$ cat src/rtl/imm_extend_unit.sv
// Registered immediate extender: sign/zero/upper modes plus an optional prefix+suffix concatenation.
// The prefix path is built only when IMM_PREFIX_EN is defined; otherwise mode 11 acts as sign-extend.
module imm_extend_unit #(
  parameter int IN_W  = 8,
  parameter int OUT_W = 16
) (
  input  logic             clk,
  input  logic             rst_n,
  input  logic             in_valid,
  output logic             in_ready,
  input  logic [IN_W-1:0]  imm_in,
  input  logic [1:0]       mode,
  input  logic             flush,
  output logic             out_valid,
  input  logic             out_ready,
  output logic [OUT_W-1:0] imm_out,
  output logic             prefix_pending
);
  localparam int PW   = OUT_W - IN_W;
  localparam int MINW = (IN_W < PW) ? IN_W : PW;

  logic             ov_q, ov_d;
  logic [OUT_W-1:0] imm_q, imm_d;
  logic [OUT_W-1:0] zext, ext_res, cat_res;
  logic             accept, is_pfx, held;

  assign in_ready  = !ov_q || out_ready;
  assign accept    = in_valid && in_ready;
  assign out_valid = ov_q;
  assign imm_out   = imm_q;
  assign zext      = {{PW{1'b0}}, imm_in};

  always_comb begin
    case (mode)
      2'b01:   ext_res = zext;
      2'b10:   ext_res = zext << PW;
      default: ext_res = {{PW{imm_in[IN_W-1]}}, imm_in};
    endcase
  end

`ifdef IMM_PREFIX_EN
  typedef enum logic {IDLE, HELD} state_e;
  state_e          state_q, state_d;
  logic [PW-1:0]   pfx_q, pfx_d, pfx_new;

  assign is_pfx         = (mode == 2'b11);
  assign held           = (state_q == HELD);
  assign prefix_pending = held;
  assign cat_res        = {pfx_q, imm_in};

  always_comb begin
    pfx_new             = '0;
    pfx_new[MINW-1:0]   = imm_in[MINW-1:0];
  end

  always_comb begin
    state_d = state_q;
    pfx_d   = pfx_q;
    if (flush) begin
      state_d = IDLE;
      pfx_d   = '0;
    end else if (accept && is_pfx) begin
      state_d = HELD;
      pfx_d   = pfx_new;
    end else if (accept) begin
      state_d = IDLE;
    end
  end

  always_ff @(posedge clk or negedge rst_n) begin
    if (!rst_n) begin
      state_q <= IDLE;
      pfx_q   <= '0;
    end else begin
      state_q <= state_d;
      pfx_q   <= pfx_d;
    end
  end
`else
  assign is_pfx         = 1'b0;
  assign held           = 1'b0;
  assign prefix_pending = 1'b0;
  assign cat_res        = ext_res;
`endif

  // A prefix accept with a full output register implies out_ready, so the result drains.
  always_comb begin
    ov_d  = ov_q;
    imm_d = imm_q;
    if (flush) begin
      ov_d = 1'b0;
    end else if (accept && is_pfx) begin
      ov_d = ov_q && !out_ready;
    end else if (accept) begin
      ov_d  = 1'b1;
      imm_d = held ? cat_res : ext_res;
    end else if (out_ready) begin
      ov_d = 1'b0;
    end
  end

  always_ff @(posedge clk or negedge rst_n) begin
    if (!rst_n) begin
      ov_q  <= 1'b0;
      imm_q <= '0;
    end else begin
      ov_q  <= ov_d;
      imm_q <= imm_d;
    end
  end
endmodule
$ cat config.mk
export PLATFORM = sky130hd
export DESIGN_NAME = imm_extend_unit
export DESIGN_NICKNAME = d
export VERILOG_FILES = /design/src/rtl/imm_extend_unit.sv
export SDC_FILE = /design/constraint.sdc
export NUM_CORES = 1
export LEC_CHECK = 0
export ABC_AREA = 1
export CAP_MARGIN = 20
export CORE_MARGIN = 2
export CORE_UTILIZATION = 38
export DETAILED_ROUTE_END_ITERATION = 10
export PLACE_DENSITY = 0.85
export SYNTH_ARGS = -nofsm -noshare
export SYNTH_HDL_FRONTEND = slang
export SYNTH_SLANG_ARGS = --single-unit
$ cat constraint.sdc
create_clock -name clk -period 1 [get_ports clk]
set_input_delay 0.15 -clock clk [delete_from_list [all_inputs] [get_ports clk]]
set_output_delay 0.15 -clock clk [all_outputs]
set_load 0.03 [all_outputs]
==> parameters.txt <==
Parameter                              Value

Drt
  Post-route met1 wirelength    roughly 890 um
  Detailed-routed wire length on met3    roughly 150 um
  Routed Antenna Nets    0
  Initial DRT Pass Iterations    4
  Count of routing violations after the opening detailed-route iteration    10
  Wirelength per Cell    11.3 um
  DR DRC count    0
  Via density    ~4.6
  Total number of vias    between 800 and 900
  Top routing layer used    met4
  Detail Route met2 WL    ~1200 um
  Total length of routed wires    between 2000 and 2500 um

Yosys
  Cells after Synth    between 100 and 150
  Seq/Total Area, Yosys    0.486
  Post-synth cell types    15
  Fraction of synthesized cell area taken by the top area cell type    0.486
  Largest area contributor in the netlist    dfrtp_1
  Primary flip-flop cell chosen by synthesis mapping    dfrtp_1
  Adder-Cell Fraction of Synth Area    0.0286
  Largest family of logic cells by synthesized area    simple AND/OR/NAND/NOR gates
  Number of storage elements in the synthesis netlist    17
  Simple-gate share of the synthesized area    0.371
  Count leader, synth    nand2_1
  Share of the synthesized netlist area taken by xor and xnor gates    0
  Async set or reset register ratio after synthesis    1.00
  Share of synthesized area spent on multiplexers    0
  Post-Syn Area    875 sq um
  Most numerous cell types in the synthesized netlist    nand2_1 (57), dfrtp_1 (17), inv_1 (14)
  Number of enable flip-flop cells after synthesis    0
  Most area-consuming cells after synthesis    dfrtp_1 (49%), nand2_1 (24%), inv_1 (6.0%)
  Yosys warning count    0
  Mean instance size in the synthesized netlist    7.29 sq um
  Compound-cell area share of the yosys netlist    0.00572
  Total nets after synthesis    137

Placement
  Placed Cells    roughly 180
  Global placement routability congestion    between 0.8 and 0.9
  Detailed placement HPWL    between 1000 and 1500 um
  Buffers added on ports    32

Clocking
  Cell chosen for the clock root    clkbuf_4
  Clock Path Buffers    2
  Total number of H-tree levels    1
  CTS Buf Count    3
  Worst skew pair latency    around 0.28 ns
  TritonCTS clock tree    done
  CTS clock-pin slew for the worst setup and hold paths    around 0.090 ns
  Post-CTS Hold Fix Bufs    0
  Number of sinks handled by clock tree synthesis    17

Pwr
  Power density relative to cell area    around 1500 nW/um^2
  Leakage dissipation    just over 0.8 nW
  VDD IR max    0.742 mV

Cells and area
  Core occupancy in the finished layout    0.646
  Number of antenna diodes    0
  Share of layout cells above drive strength 1    0.298
  Total number of nets in the final design    ~190
  Layout Cells excl Fill    slightly below 200
  Area overhead of the layout relative to synthesis    61.9%
  FF+latch area    427 sq um
  Total of fill cells in the finished design    roughly 170
  Multi-input gate area in the final layout    412 sq um

STA
  Hold violation count in the final report    0
  Peak Freq    roughly 950 MHz
  Final Worst Setup Slack    -0.0571 ns
  Setup TNS Final    -0.238 ns
  Final period utilization    1.06
  Setup repair after global routing missed its margin    yes
  Fin Clk Skew    0.00752 ns
  Final setup violation count    15
  Count of pins over their slew limit    0
  Post-route minimum period    ~1.1 ns

Global route
  Antenna violations before repair    0
  Maximum number of pins on one net before global-route repair    18
  Via count of the first global-routing pass    roughly 750
  Total Routing Usage GR    0.147
  Total congestion overflow    0
  Global-route wire length before repair    between 3000 and 4000 um

Critical path
  CP Capture Type    output port
  Worst Path Class, Setup    primary input to output port
  WP data arrival    0.91 ns
  Crit path required time    about 0.85 ns
  Startpoint type of the worst setup path    primary input
  Maximum fanout along the worst path    2

Status
  Violated checks    negative setup slack
  Outcome    finished, violations left

Worst hold path
  Hold/Removal Path Class    primary input to flip-flop

Floorplan
  Chip Width    slightly above 50 um
  Starting density of the core    0.399
  Core region area    2190 sq um
  Die outline area    ~2700 sq um
  IO Count    34
  Row cnt    17
  Height of the die    about 52 um

Job
  # Max-Cap Violations    0
[cell usage in the layout (no fill, tap or decap), drive strengths merged]
cell type | synthesis | final
a21oi | 1 | 1
clkbuf | 0 | 4
dfrtp | 17 | 17
clkdlybuf4s50 | 0 | 11
nand2 | 59 | 60
dlygate4sd2 | 0 | 2
nor2 | 14 | 14
nand3 | 7 | 7
inv | 14 | 14
clkinv | 1 | 1
conb | 1 | 1
dlymetal6s2s | 0 | 1
ha | 2 | 2
buf | 4 | 33
[repair_timing]
action,CTS,global route
cloned,0,1
endpoints found under the setup margin,27,34
pin swaps,4,3
setup buffers,9,4
gates resized for setup,13,15
[worst paths after layout]
check	from	endpoint	slack, ns	depth (start not counted)
max reg2reg	out_valid	imm_out[10]	-0.03	6
min	flush	out_valid	0.14	2
min in group asynchronous	rst_n	imm_out[3]	0.18	2
min reg2reg	imm_out[2]	imm_out[2]	0.51	2
max	out_ready	in_ready	-0.06	4
max in group asynchronous	rst_n	out_valid	0.62	2
[metrics by stage]
| stage | hold slack [ns] | power, mW | area (sq um) | worst slack, ns |
|---|---|---|---|---|
| after CTS | 0.183 | 2.00 | 1320 | -0.0738 |
| after floorplan | -0.146 | 1.26 | 893 | -0.0557 |
| final | 0.144 | 2.10 | 1420 | -0.0571 |
| after global routing | 0.148 | 2.20 | 1420 | -0.0884 |
| after detailed placement | 0.467 | 1.54 | 1180 | -0.615 |
| after global placement | 0.461 | 1.53 | 1180 | -0.582 |
[worst max-delay path: stages]
cell,delay (ns)
clkdlybuf4s50_1,0.51
inv_2,0.06
nand2_4,0.06
buf_6,0.12
[final cells by class]
class | instances | area share
Clock buffer | 4 | 0.0186
Timing Repair Buffer | 47 | 0.325
Sequential cell | 17 | 0.301
Multi-Input combinational cell | 85 | 0.291
Inverter | 15 | 0.0398
Tap cell | 28 | 0.0247
[report_power, final]
group | total, mW | internal [mW] | switching [mW] | leakage, nW
sequential | 0.861 | 0.788 | 0.0727 | 0.218
clock | 0.361 | 0.155 | 0.206 | 0.0150
combinational | 0.875 | 0.414 | 0.461 | 0.575
[metal layers]
metal	vias up	global-route usage
met5	-	0
met4	0	0.0307
met3	4	0.0345
met2	27	0.262
met1	420	0.178
li1	447	-
[kinds of logic after synthesis]
kind of cell / Yosys count
adder cells (fa/ha/maj): 2
AND/OR/NAND/NOR: 80
buffers and inverters: 19
AO/OA/AOI/OAI: 1
flip-flops: 17
other: 1
[flip-flops by register name, summed over array words and instances, names as in the netlist]
name and count:
out_valid 1, imm_out 16
(Power assumes the default switching activity.)
